### config.mk
export PLATFORM = sky130hd
export DESIGN_NAME = window_feeder_flat
export DESIGN_NICKNAME = d
export VERILOG_FILES = /design/src/rtl/npu_pkg.sv /design/src/rtl/window_feeder_if.sv /design/src/rtl/window_feeder_line_buffer.sv /design/src/rtl/window_feeder.sv /design/src/flat_wrapper.sv
export SDC_FILE = /design/constraint.sdc
export NUM_CORES = 1
export LEC_CHECK = 0
export CAP_MARGIN = 20
export CORE_MARGIN = 1
export CORE_UTILIZATION = 46
export DETAILED_ROUTE_END_ITERATION = 10
export PLACE_DENSITY = 0.63
export SYNTH_ARGS = -nofsm -noshare
export SYNTH_HDL_FRONTEND = slang
export SYNTH_HIERARCHICAL = 1
export SYNTH_SLANG_ARGS = --single-unit
### constraint.sdc
create_clock -name clk -period 5.25 [get_ports clk]
set_clock_uncertainty 0.15 [all_clocks]
set_input_delay 1.05 -clock clk [delete_from_list [all_inputs] [get_ports clk]]
set_output_delay 1.05 -clock clk [all_outputs]
set_load 0.05 [all_outputs]
### src/rtl/npu_pkg.sv
// npu_pkg: shared constants, FSM encoding and per-frame config payload for
// the window feeder.
//   CELL_BIT : pixel width in bits
//   N_CELL   : cells per 3x3 window
//   MAX_W    : largest accepted image width/height
//   DIM_W    : width of the img_w/img_h ports and of the row/column counters
package npu_pkg;

  localparam int unsigned CELL_BIT = 8;
  localparam int unsigned N_CELL   = 9;
  localparam int unsigned MAX_W    = 32;
  localparam int unsigned DIM_W    = 6;
  localparam int unsigned WIN_DIM  = 3;

  typedef enum logic [1:0] {
    IDLE = 2'd0,
    FILL = 2'd1,
    RUN  = 2'd2,
    DONE = 2'd3
  } state_e;

  // Options sampled once per frame at an accepted start.
  typedef struct packed {
    logic relu;
    logic mp;
    logic stride2;
  } frame_cfg_t;

  // A frame dimension is usable when a full 3x3 window fits and the line
  // buffers are deep enough.
  function automatic logic dim_ok(input logic [DIM_W-1:0] d, input int unsigned max_w);
    return (d >= DIM_W'(WIN_DIM)) && (d <= DIM_W'(max_w));
  endfunction

endpackage

### src/rtl/window_feeder_if.sv
// window_feeder_if: frame control, pixel stream and window output of the
// window feeder, bundled as one interface.
//   master : drives start/img_w/img_h/relu_cfg/mp_cfg/pix_in/pix_valid
//            (and stride2 when WINDOW_FEEDER_STRIDE2_EN is defined),
//            observes pix_ready/win/en/en_relu/en_mp/busy/done/err
//   slave  : the feeder side, directions mirrored
interface window_feeder_if #(
  parameter int unsigned CELL_BIT = npu_pkg::CELL_BIT,
  parameter int unsigned N_CELL   = npu_pkg::N_CELL
);

  logic                        start;
  logic [npu_pkg::DIM_W-1:0]   img_w;
  logic [npu_pkg::DIM_W-1:0]   img_h;
  logic                        relu_cfg;
  logic                        mp_cfg;
`ifdef WINDOW_FEEDER_STRIDE2_EN
  logic                        stride2;
`endif
  logic [CELL_BIT-1:0]         pix_in;
  logic                        pix_valid;
  logic                        pix_ready;
  logic [CELL_BIT*N_CELL-1:0]  win;
  logic                        en;
  logic                        en_relu;
  logic                        en_mp;
  logic                        busy;
  logic                        done;
  logic                        err;

  modport master (
    output start, img_w, img_h, relu_cfg, mp_cfg,
`ifdef WINDOW_FEEDER_STRIDE2_EN
    output stride2,
`endif
    output pix_in, pix_valid,
    input  pix_ready, win, en, en_relu, en_mp, busy, done, err
  );

  modport slave (
    input  start, img_w, img_h, relu_cfg, mp_cfg,
`ifdef WINDOW_FEEDER_STRIDE2_EN
    input  stride2,
`endif
    input  pix_in, pix_valid,
    output pix_ready, win, en, en_relu, en_mp, busy, done, err
  );

endinterface

### src/rtl/window_feeder_line_buffer.sv
// line_buffer: one image row of delay, indexed by column. The entry at
// addr_i is read combinationally and overwritten with din_i on a write, so
// each column slot always holds the pixel from the previous row.
//   clk     : clock
//   wr_en_i : write din_i into slot addr_i
//   addr_i  : column index
//   din_i   : pixel entering the delay
//   dout_c  : pixel one row older at the same column (combinational)
module line_buffer #(
  parameter int unsigned CELL_BIT = 8,
  parameter int unsigned DEPTH    = 32,
  parameter int unsigned AW       = 5
) (
  input  logic                clk,
  input  logic                wr_en_i,
  input  logic [AW-1:0]       addr_i,
  input  logic [CELL_BIT-1:0] din_i,
  output logic [CELL_BIT-1:0] dout_c
);

  // Contents are left unreset: every frame rewrites a slot before reading it.
  logic [CELL_BIT-1:0] mem_q [DEPTH];

  always_ff @(posedge clk) begin
    if (wr_en_i) mem_q[addr_i] <= din_i;
  end

  assign dout_c = mem_q[addr_i];

endmodule

### src/rtl/window_feeder.sv
// window_feeder: turns a raster-order pixel stream into stride-1 3x3
// windows for the arithmetic core, one cycle after each window's
// bottom-right pixel is accepted.
//   clk   : clock, all state on the rising edge
//   reset : asynchronous, active-high
//   bus   : window_feeder_if.slave (frame config/start, pixel handshake,
//           window output, en/en_relu/en_mp, busy/done/err)
// Optional: WINDOW_FEEDER_STRIDE2_EN adds bus.stride2; when set at start,
// only windows whose top-left row and column are both even are emitted.
module window_feeder #(
  parameter int unsigned CELL_BIT = npu_pkg::CELL_BIT,
  parameter int unsigned N_CELL   = npu_pkg::N_CELL,
  parameter int unsigned MAX_W    = npu_pkg::MAX_W
) (
  input  logic clk,
  input  logic reset,
  window_feeder_if.slave bus
);

  import npu_pkg::*;

  localparam int unsigned AW    = (MAX_W > 1) ? $clog2(MAX_W) : 1;
  localparam int unsigned WIN_W = CELL_BIT * N_CELL;

  state_e              state_q, state_d;
  logic [DIM_W-1:0]    col_q, col_d;
  logic [DIM_W-1:0]    row_q, row_d;
  logic [DIM_W-1:0]    w_q, h_q;
  frame_cfg_t          cfg_q, cfg_d;
  logic                cfg_ld_c;
  logic                err_d;

  logic [WIN_W-1:0]    win_q, win_d;
  logic                en_q, en_relu_q, en_mp_q;
  logic                busy_q, done_q, err_q, ready_q;

  logic                accept_c, last_col_c, last_row_c, stride_ok_c, emit_c;
  logic [CELL_BIT-1:0] lb1_c, lb2_c;

  // Window columns [col][row]: col 0 is leftmost, row 0 is the oldest row.
  logic [CELL_BIT-1:0] cell_q [WIN_DIM][WIN_DIM];
  logic [CELL_BIT-1:0] cell_d [WIN_DIM][WIN_DIM];

  assign accept_c    = ready_q & bus.pix_valid;
  assign last_col_c  = (col_q == (w_q - DIM_W'(1)));
  assign last_row_c  = (row_q == (h_q - DIM_W'(1)));
  assign stride_ok_c = ~cfg_q.stride2 | (~row_q[0] & ~col_q[0]);
  assign emit_c      = accept_c && (row_q >= DIM_W'(2)) && (col_q >= DIM_W'(2)) && stride_ok_c;

  // Config captured at an accepted start.
  always_comb begin
    cfg_d      = '0;
    cfg_d.relu = bus.relu_cfg;
    cfg_d.mp   = bus.mp_cfg;
`ifdef WINDOW_FEEDER_STRIDE2_EN
    cfg_d.stride2 = bus.stride2;
`endif
  end

  // Next-state and raster counters.
  always_comb begin
    state_d  = state_q;
    col_d    = col_q;
    row_d    = row_q;
    cfg_ld_c = 1'b0;
    err_d    = 1'b0;
    case (state_q)
      IDLE: begin
        if (bus.start) begin
          if (dim_ok(bus.img_w, MAX_W) && dim_ok(bus.img_h, MAX_W)) begin
            state_d  = FILL;
            col_d    = '0;
            row_d    = '0;
            cfg_ld_c = 1'b1;
          end else begin
            err_d = 1'b1;
          end
        end
      end
      FILL, RUN: begin
        if (accept_c) begin
          if (last_col_c) begin
            col_d = '0;
            row_d = row_q + DIM_W'(1);
          end else begin
            col_d = col_q + DIM_W'(1);
          end
          // Two full rows are buffered once row 1 completes.
          if (state_q == FILL && row_q == DIM_W'(1) && last_col_c) state_d = RUN;
          if (state_q == RUN && last_row_c && last_col_c)          state_d = DONE;
        end
      end
      DONE:    state_d = IDLE;
      default: state_d = IDLE;
    endcase
  end

  // State, counters and sampled frame config.
  always_ff @(posedge clk or posedge reset) begin
    if (reset) begin
      state_q <= IDLE;
      col_q   <= '0;
      row_q   <= '0;
      w_q     <= '0;
      h_q     <= '0;
      cfg_q   <= '0;
    end else begin
      state_q <= state_d;
      col_q   <= col_d;
      row_q   <= row_d;
      if (cfg_ld_c) begin
        w_q   <= bus.img_w;
        h_q   <= bus.img_h;
        cfg_q <= cfg_d;
      end
    end
  end

  // Row r-1 delay, then row r-2 delay fed from the first.
  line_buffer #(.CELL_BIT(CELL_BIT), .DEPTH(MAX_W), .AW(AW)) u_lb_r1 (
    .clk     (clk),
    .wr_en_i (accept_c),
    .addr_i  (AW'(col_q)),
    .din_i   (bus.pix_in),
    .dout_c  (lb1_c)
  );

  line_buffer #(.CELL_BIT(CELL_BIT), .DEPTH(MAX_W), .AW(AW)) u_lb_r2 (
    .clk     (clk),
    .wr_en_i (accept_c),
    .addr_i  (AW'(col_q)),
    .din_i   (lb1_c),
    .dout_c  (lb2_c)
  );

  // Shift a new column {r-2, r-1, r} in on every accepted pixel.
  always_comb begin
    cell_d = cell_q;
    if (accept_c) begin
      cell_d[0]    = cell_q[1];
      cell_d[1]    = cell_q[2];
      cell_d[2][0] = lb2_c;
      cell_d[2][1] = lb1_c;
      cell_d[2][2] = bus.pix_in;
    end
  end

  // Pack row-major: cell k = row*3 + col, cell 0 top-left.
  always_comb begin
    win_d = '0;
    for (int r = 0; r < int'(WIN_DIM); r++) begin
      for (int c = 0; c < int'(WIN_DIM); c++) begin
        win_d[CELL_BIT*(r*int'(WIN_DIM)+c) +: CELL_BIT] = cell_d[c][r];
      end
    end
  end

  always_ff @(posedge clk) begin
    cell_q <= cell_d;
  end

  // Registered outputs; handshake/status follow the next state.
  always_ff @(posedge clk or posedge reset) begin
    if (reset) begin
      win_q     <= '0;
      en_q      <= 1'b0;
      en_relu_q <= 1'b0;
      en_mp_q   <= 1'b0;
      busy_q    <= 1'b0;
      done_q    <= 1'b0;
      err_q     <= 1'b0;
      ready_q   <= 1'b0;
    end else begin
      if (emit_c) win_q <= win_d;
      en_q      <= emit_c;
      en_relu_q <= emit_c & cfg_q.relu;
      en_mp_q   <= emit_c & cfg_q.mp;
      busy_q    <= (state_d != IDLE);
      done_q    <= (state_d == DONE);
      err_q     <= err_d;
      ready_q   <= (state_d == FILL) || (state_d == RUN);
    end
  end

  assign bus.win       = win_q;
  assign bus.en        = en_q;
  assign bus.en_relu   = en_relu_q;
  assign bus.en_mp     = en_mp_q;
  assign bus.busy      = busy_q;
  assign bus.done      = done_q;
  assign bus.err       = err_q;
  assign bus.pix_ready = ready_q;

endmodule

### src/flat_wrapper.sv
// flat-port wrapper written by rule: the top's interface ports become plain ports
module window_feeder_flat import npu_pkg::*;
#(
  parameter int unsigned CELL_BIT = npu_pkg::CELL_BIT,
  parameter int unsigned N_CELL   = npu_pkg::N_CELL,
  parameter int unsigned MAX_W    = npu_pkg::MAX_W
)
  (clk, reset, bus_start, bus_img_w, bus_img_h, bus_relu_cfg, bus_mp_cfg, bus_pix_in, bus_pix_valid, bus_pix_ready, bus_win, bus_en, bus_en_relu, bus_en_mp, bus_busy, bus_done, bus_err);
  window_feeder_if #(.CELL_BIT(CELL_BIT), .N_CELL(N_CELL)) bus_i ();
  input  logic clk;
  input  logic reset;
  input wire logic [$bits(bus_i.start)-1:0] bus_start;
  input wire logic [$bits(bus_i.img_w)-1:0] bus_img_w;
  input wire logic [$bits(bus_i.img_h)-1:0] bus_img_h;
  input wire logic [$bits(bus_i.relu_cfg)-1:0] bus_relu_cfg;
  input wire logic [$bits(bus_i.mp_cfg)-1:0] bus_mp_cfg;
  input wire logic [$bits(bus_i.pix_in)-1:0] bus_pix_in;
  input wire logic [$bits(bus_i.pix_valid)-1:0] bus_pix_valid;
  output wire logic [$bits(bus_i.pix_ready)-1:0] bus_pix_ready;
  output wire logic [$bits(bus_i.win)-1:0] bus_win;
  output wire logic [$bits(bus_i.en)-1:0] bus_en;
  output wire logic [$bits(bus_i.en_relu)-1:0] bus_en_relu;
  output wire logic [$bits(bus_i.en_mp)-1:0] bus_en_mp;
  output wire logic [$bits(bus_i.busy)-1:0] bus_busy;
  output wire logic [$bits(bus_i.done)-1:0] bus_done;
  output wire logic [$bits(bus_i.err)-1:0] bus_err;
  assign bus_i.start = bus_start;
  assign bus_i.img_w = bus_img_w;
  assign bus_i.img_h = bus_img_h;
  assign bus_i.relu_cfg = bus_relu_cfg;
  assign bus_i.mp_cfg = bus_mp_cfg;
  assign bus_i.pix_in = bus_pix_in;
  assign bus_i.pix_valid = bus_pix_valid;
  assign bus_pix_ready = bus_i.pix_ready;
  assign bus_win = bus_i.win;
  assign bus_en = bus_i.en;
  assign bus_en_relu = bus_i.en_relu;
  assign bus_en_mp = bus_i.en_mp;
  assign bus_busy = bus_i.busy;
  assign bus_done = bus_i.done;
  assign bus_err = bus_i.err;
  window_feeder #(.CELL_BIT(CELL_BIT), .N_CELL(N_CELL), .MAX_W(MAX_W)) u_core (.clk(clk), .reset(reset), .bus(bus_i));
endmodule
## Yosys cells after proc, flatten, opt, wreduce, memory -nomap -nowiden

Memory sizes are Yosys's and may differ from the RTL's.
Cells that the tools add are included.
Widths: inputs -> output; s select.

- ROM bits: 0
- Word-level logic and storage cells: 91
- Output and inout bits: 79
- Bits in latches: 0
- Bits of input ports: 26
- Memories: 2
- Register bits after elaboration: 179
- Bits in writable memories: 512

- Add/subtract/negate cells: 4
- Magnitude comparators: 6
- Multiply operators: 0
- Bitwise logic cells: 3
- Divide/modulo/power cells: 0
- Mux-type cells: 23
- Shift operators: 0
- Reduce and logical (&&, ||, !) cells: 16
- Equal/unequal tests: 13

Memory list:

| memory | depth | bits a word | read ports | clocked after memory_dff | wr ports | line | RTL |
|---|---|---|---|---|---|---|---|
| u_core.u_lb_r1.mem_q | 32 | 8 | 1 | 0 | 1 | window_feeder_line_buffer.sv:22 | `logic [CELL_BIT-1:0] mem_q [DEPTH];` |
| u_core.u_lb_r2.mem_q | 32 | 8 | 1 | 0 | 1 | window_feeder_line_buffer.sv:22 |  |

Operator list:

| kind | count |
|---|---|
| $mux 72 | 1 |
| $mux 6 | 6 |
| $ge 6x2->1 const B | 4 |
| $pmux 6 s2 | 2 |
| $add 6x1->6 const B | 2 |
| $eq 6x6->1 | 2 |
| $le 6x6->1 const B | 2 |
| $sub 6x1->6 const B | 2 |
| $mux 2 | 5 |
| $logic_and 1x1->1 | 9 |
| $eq 2x2->1 const B | 4 |
| $mux 1 | 8 |
| $eq 6x1->1 const B | 1 |
| $ne 2x1->1 const B | 3 |
| $pmux 2 s3 | 1 |
| $reduce_and 5->1 | 1 |
| $eq 2x1->1 const B | 2 |
| $reduce_and 4->1 | 1 |
| $reduce_bool 2->1 | 2 |
| $and 1x1->1 | 3 |
| $logic_not 2->1 | 1 |
| $ne 2x2->1 const B | 1 |
| $reduce_or 2->1 | 1 |
| $logic_or 1x1->1 | 1 |

## Depth between registers and ports, before layout

Gate-level depths: netlist of the first run.

- Word-level depth: 9
- Mapped depth: 11
- Mapped depth without buffers: 10

## Cells and area by module

The synthesis of the first run kept the hierarchy.

By module, submodules not included:

| module | area each (um^2) | cells an instance | seq. area each (um^2) | times used |
|---|---|---|---|---|
| line_buffer | 10045.9 | 568 | 7687.4 | 2 |
| window_feeder | 7088.0 | 511 | 4119.0 | 1 |

## Worst setup path after synthesis of the first run

Ideal clock, no wire load.

- Kind: input port to flip-flop
- Start: input port bus_pix_valid
- End: memory u_core.u_lb_r1.mem_q[24][0], enable pin
- Library setup time: 383 ps
- Slack: 1418 ps
- Buffers on the path: 3
- Required time: 4717 ps
- Data arrival time: 3298 ps
- Stages: 7
- Cells stage by stage: nand2_1 -> inv_1 -> clkbuf_1 -> buf_1 -> or3b_2 -> clkbuf_1 -> nor3_1

- Cells in the longest elaborated chain, start to end: 3

Ends and longest elaborated chain:

| item | line | RTL |
|---|---|---|
| start: declaration | flat_wrapper.sv:18 | `input wire logic [$bits(bus_i.pix_valid)-1:0] bus_pix_valid;` |
| $and 1x1->1 | window_feeder.sv:44 | `assign accept_c = ready_q & bus.pix_valid;` |
| via u_core.accept_c | window_feeder.sv:37 | `logic accept_c, last_col_c, last_row_c, stride_ok_c, emit_c;` |
| $mux 1 | window_feeder_line_buffer.sv:25 | `if (wr_en_i) mem_q[addr_i] <= din_i;` |
| $mux 1 (not written as such) | window_feeder_line_buffer.sv:25 |  |
| end: declaration | window_feeder_line_buffer.sv:22 |  |

The timed path passes the listed nets, and every way through them passes these cells.

==> results of run 1 <==
## sequential cells by signal (all words and copies together), names as in the netlist, 2 cells and up
| name | flops |
|---|---|
| u_core/u_lb_r1/mem_q | 256 |
| u_core/cfg_q | 2 |
| u_core/h_q | 6 |
| u_core/cell_q | 72 |
| u_core/state_q | 2 |
| u_core/w_q | 6 |
| u_core/bus.win | 72 |
| u_core/col_q | 6 |
| u_core/row_q | 6 |
| u_core/u_lb_r2/mem_q | 256 |
## cells in the mapped netlist (3+ instances only)
| master | number |
|---|---|
| edfxtp_1 | 512 |
| mux2i_1 | 258 |
| mux2_2 | 154 |
| o22ai_1 | 128 |
| dfrtp_1 | 107 |
| dfxtp_1 | 72 |
| nor2_1 | 61 |
| buf_2 | 47 |
| nor4_1 | 35 |
| nand2_1 | 33 |
| clkbuf_1 | 25 |
| inv_1 | 15 |
| nand3_1 | 15 |
| nor3_1 | 14 |
| ha_1 | 13 |
| nand4bb_1 | 10 |
| nand3b_1 | 8 |
| nand4b_1 | 8 |
| or4b_1 | 8 |
| xor2_1 | 8 |
| buf_4 | 7 |
| o21ai_0 | 7 |
| buf_1 | 6 |
| nand4_1 | 6 |
| or3b_2 | 6 |
| or4_1 | 6 |
| a31oi_1 | 5 |
| buf_6 | 5 |
| o31ai_1 | 5 |
| a21oi_1 | 4 |
| and2_1 | 4 |
| mux2_1 | 4 |
| or3_1 | 4 |
| xnor2_1 | 4 |
| and3_1 | 3 |
## kinds of logic after synthesis
family | after synthesis | synth area share
muxes | 416 | 0.1605
adders and majority gates | 13 | 0.005985
buffers and inverters | 108 | 0.01952
and+or+nand+nor | 233 | 0.04999
xor gates and xnor gates | 12 | 0.003867
DFF | 691 | 0.7172
AOI/OAI and AO/OA | 174 | 0.04295
## critical path, stage by stage (launching register included)
cell	delay, ps
dfrtp_4	1010
buf_4	440
mux2i_1	340
o22ai_1	170
nor4_1	480
nand2_1	480
mux2_2	430
mux2_2	270
## through the flow
stage               utilization  power [mW]  instance area (um2)  hold WS, ps  cells
floorplan                     -       9.869                27180        296.5   1647
finish                   0.5418       16.24                31440        322.4   2594
detailed placement       0.5005       11.27                29040        311.1   2462
global route             0.5418       16.89                31440        342.1   2594
global placement         0.5005       11.20                29040        304.0   2462
CTS                      0.5417       16.39                31430        325.2   2593
## routing by layer
layer | vias to the layer above | routed length [um]
met1 | 7555 | 27070
met3 | 108 | 3094
met2 | 396 | 27900
met5 | - | 0
li1 | 6700 | -
met4 | 0 | 1618
## where the power goes
part	internal, mW	switching, mW
Clock	3.03	2.08
Combinational	1.46	2.42
Sequential	6.84	0.409
Total	11.3	4.91
## area by class of cell
cell class	instances	area [um2]
inverters	16	63.81
clock buffers	89	1938
clock inverters	42	450.4
multi-input cells	848	7156
repair buffers	143	1374
flip-flops and latches	691	19500
fillers	4549	26590
well taps	765	957.2
## how the worst max path moves through the flow
stage,depth (start not counted),from,slack (ps),endpoint
after floorplan,1,reset,1230,u_core/bus.busy
after global placement,5,bus_pix_valid,1410,u_core/u_lb_r1/mem_q[26][5]
after detailed placement,5,bus_pix_valid,1320,u_core/u_lb_r1/mem_q[26][5]
after CTS,7,u_core/col_q[1],1290,u_core/bus.win[40]
after global routing,7,u_core/col_q[1],1220,u_core/bus.win[40]
final,7,u_core/col_q[1],1300,u_core/bus.win[40]
==> impl_metrics.ini, run 1 <==
[drt]
wire_per_inst_um = 23.00
drtIter0Drc = 1164
postRouteAntennaNets = 0
drc = 0
wl_um = 59670
vias = 14760
firstDrtPassIters = 6
via_per_inst = 5.690

[synthesis]
synth_edf_count = 512
synth_flop_cell = edfxtp_1
synth_warnings = 6
yosysTopAreaCell = edfxtp_1
netlist_area_um2 = 27180
synthesis.nets = 1686
synth_cells = 1647
ys_types = 65
yosysTopAreaCellShare = 0.5657
yosysSeqAreaShare = 0.7172
async_reset_ff_frac = 0.1548
synth_area_leaders = edfxtp_1, dfrtp_1, mux2i_1
synth-seq-cells = 691
syn_avg_cell_area_um2 = 16.50

[min_path]
min_to = u_core/cell_q[71]
holdPathStages = 1
hp-class = flip-flop to flip-flop
min-delay-start = u_core/cell_q[71]

[setup_path]
start_kind = flip-flop
worst_setup_path_end_kind = flip-flop
r2r_start = u_core/col_q[1]
rr_worst_depth = 7
r2r_end = u_core/bus.win[40]
cp_max_fo = 47
cp.arrival_ps = 4270
cp.required_ps = 5580
reg2reg_slack_ps = 1300
crit_type = flip-flop to flip-flop

[cts]
cts-root-buf = clkbuf_16
clk_path_buf_depth = 3
clk_latency_ps = 610
cts_sinks = 691
hold_buffers = 0
h-tree-depth = 3
cts_tree = yes
clk_pin_slew_worst_paths_ps = 60
cts_setup_buffers = 0
cts_resized = 0
numCtsBuffers = 72

[timing]
tightest_slew_ps = 1032
setup_tns_ps = 0
max_freq_mhz = 253.3
fin_crit_ps = 3948
fin_crit_sh = 0.7520
hold_viol_final = 0
slew-limit-headroom = 0.3101
drv_slew = 0
rsz0062_at_grt = no
setup_violations = 0
fin_ws_ps = 1302

[global_routing]
grt_max_degree = 68
grt_pass1_vias = 14890
met1_usage = 0.2801
antenna_found_initial = 0
grt_pass1_wl_um = 90490
gr-usage-all-layers = 0.1989
grtUsageMet2 = 0.3093
grt_overflow_total = 0
grt-busiest-layer = met2
grtUsageMet3 = 0.03980

[finish]
drive_above_1_share = 0.1771
diodes = 0
nets = 1811
syn_to_final_growth_pct = 15.67
final_cell_mix = edfxtp_1, mux2i_1, mux2_2
final_common_cell = edfxtp_1

[placed_design]
dpl.hpwl_um = 37550
port_buffers = 104
routabilityCongestion = 0.7942
dpl_worst_slack_ps = 1323

[power_and_ir_drop]
power.density_cell_area_nw_per_um2 = 516.5
p_leak_nw = 10.54
ir_worst_vdd_mv = 0.4736

[die]
placementRows = 88
ios = 105
die_h_um = 245.1
initial_utilization = 0.4684
fp.dieW_um = 245.1
core_area_um2 = 58030
dieArea_um2 = 60060

[job]
max_cap_viol_count = 0

[outcome]
status = complete, no violations
No activity file was read; power rests on OpenSTA's default activity.
==> run 2, diff against run 1 <==
--- a/config.mk
+++ b/config.mk
@@ -9,7 +9,7 @@
 export CORE_MARGIN = 1
 export CORE_UTILIZATION = 46
 export DETAILED_ROUTE_END_ITERATION = 10
-export PLACE_DENSITY = 0.63
+export PLACE_DENSITY = 0.65
 export SYNTH_ARGS = -nofsm -noshare
 export SYNTH_HDL_FRONTEND = slang
 export SYNTH_HIERARCHICAL = 1
==> constraint.sdc (replaced) <==
create_clock -name clk -period 3.6 [get_ports clk]
set_clock_uncertainty 0.15 [all_clocks]
set_input_delay 0.72 -clock clk [delete_from_list [all_inputs] [get_ports clk]]
set_output_delay 0.72 -clock clk [all_outputs]
set_load 0.05 [all_outputs]
==> run 2 against run 1 <==
Effect of this change:
- first-iteration DRC count decreased by 7.1%
- clock power is 39% higher
- non-clock buffer count up 86
- via count grew 0.96%
- sequential share of layout area shrank 1.2 points
- sequential cell count stayed put
- total power increased by 45%
- final cell count grew 3.3%
- critical path depth stayed put
- largest cell class unchanged
==> impl_metrics.ini, run 2 (synthesis gave the netlist of run 1 again) <==
[setup_path]
rr_worst_depth = 7
r2r_start = u_core/col_q[0]
worst_setup_path_end_kind = flip-flop
start_kind = flip-flop
reg2reg_slack_ps = 340
cp_max_fo = 17
r2r_end = u_core/bus.win[47]
crit_path_end = u_core/bus.win[47]
crit_start = u_core/col_q[0]
cp.required_ps = 3950
crit_type = flip-flop to flip-flop
cp.arrival_ps = 3610

[global_routing]
grt_max_degree = 74
grt_pass1_vias = 14990
met1_usage = 0.2636
grt-busiest-layer = met2
grtUsageMet2 = 0.3180
grtUsageMet3 = 0.03171
grt_overflow_total = 0
grt_pass1_wl_um = 88650
antenna_found_initial = 0
gr-usage-all-layers = 0.1948

[die]
initial_utilization = 0.4684
ios = 105
placementRows = 88
core_area_um2 = 58030
die_h_um = 245.1
fp.dieW_um = 245.1
dieArea_um2 = 60060

[timing]
fin_crit_sh = 0.9062
tightest_slew_ps = 700.1
max_freq_mhz = 306.5
drv_slew = 0
fin_crit_ps = 3262
rsz0062_at_grt = no
slew-limit-headroom = 0.5318
hold_ws_ps = 321.9
setup_violations = 0
setup_tns_ps = 0
hold_viol_final = 0

[drt]
via_per_inst = 5.562
postRouteAntennaNets = 0
drtIter0Drc = 1081
wire_per_inst_um = 21.58
drc = 0
firstDrtPassIters = 5
vias = 14900
wl_um = 57820

[finish]
nets = 1896
diodes = 0
final_cell_mix = edfxtp_1, mux2i_1, mux2_2
fill_cells = 4508
reg.largest.list = u_core/u_lb_r1/mem_q (256), u_core/u_lb_r2/mem_q (256)
fin_util = 0.5525
final_common_cell = edfxtp_1
drive_above_1_share = 0.2163
syn_to_final_growth_pct = 17.96

[cts]
cts_resized = 0
clk_latency_ps = 630
cts-root-buf = clkbuf_16
cts_sinks = 691
cts_setup_buffers = 0
h-tree-depth = 3
clk_pin_slew_worst_paths_ps = 60
cts_tree = yes
numCtsBuffers = 71
hold_buffers = 0
clk_path_buf_depth = 3

[placed_design]
dpl.hpwl_um = 37670
routabilityCongestion = 0.8780
port_buffers = 104

[power_and_ir_drop]
power.density_cell_area_nw_per_um2 = 733.5
ir_worst_vdd_mv = 0.5037
p_leak_nw = 10.98

[min_path]
hp-class = flip-flop to flip-flop

[outcome]
status = complete, no violations

[job]
max_cap_viol_count = 0
[run 2: cell type report]
cell class	count	area, um2	area share
flip-flops and latches	691	19500	0.6082
multi-input cells	848	7156	0.2232
repair buffers	229	2092	0.06525
clock buffers	91	1944	0.06064
well taps	765	957.2	0.02985
clock inverters	39	349.1	0.01089
inverters	16	65.06	0.002029
[run 2: worst min-delay path by stage]
| stage | startpoint | to | cells past startpoint |
|---|---|---|---|
| 3_3_place_gp | u_core/cell_q[63] | u_core/cell_q[63] | 1 |
| 5_1_grt | u_core/cell_q[64] | u_core/cell_q[64] | 1 |
| 3_5_place_dp | u_core/cell_q[59] | u_core/cell_q[59] | 1 |
| 6_report | u_core/cell_q[56] | u_core/cell_q[56] | 1 |
| 2_1_floorplan | u_core/cell_q[71] | u_core/cell_q[71] | 1 |
| 4_1_cts | reset | u_core/cfg_q[1] | 2 |
[run 2: worst max-delay path, cell delays in order, from the launching register on]
cell and delay [ps]:
dfrtp_1 680, buf_4 330, nand4bb_1 410, o22ai_1 220, nor4_1 410, nand2_1 300, mux2_2 350, mux2_1 280
[run 2: per-layer routing]
metal | vias to the layer above | share of wire
met5 | - | 0
met4 | 0 | 0.029
met3 | 94 | 0.048
met2 | 395 | 0.48
met1 | 7544 | 0.44
li1 | 6868 | -
[run 2: power breakdown]
| group | internal (mW) | switching, mW |
|---|---|---|
| Clock | 4.04 | 3.06 |
| Sequential | 9.97 | 0.536 |
| Combinational | 2.29 | 3.62 |
[run 2: metrics by stage]
| stage | total power [mW] | cell area (um2) | setup slack, ps | std cells |
|---|---|---|---|---|
| 6_report | 23.52 | 32060 | 337.7 | 2679 |
| 5_1_grt | 24.46 | 32060 | 243.0 | 2679 |
| 4_1_cts | 23.73 | 32060 | 399.2 | 2679 |
| 3_3_place_gp | 16.48 | 29770 | 431.2 | 2549 |
| 2_1_floorplan | 14.39 | 27180 | 98.19 | 1647 |
| 3_5_place_dp | 16.62 | 29770 | 391.0 | 2549 |
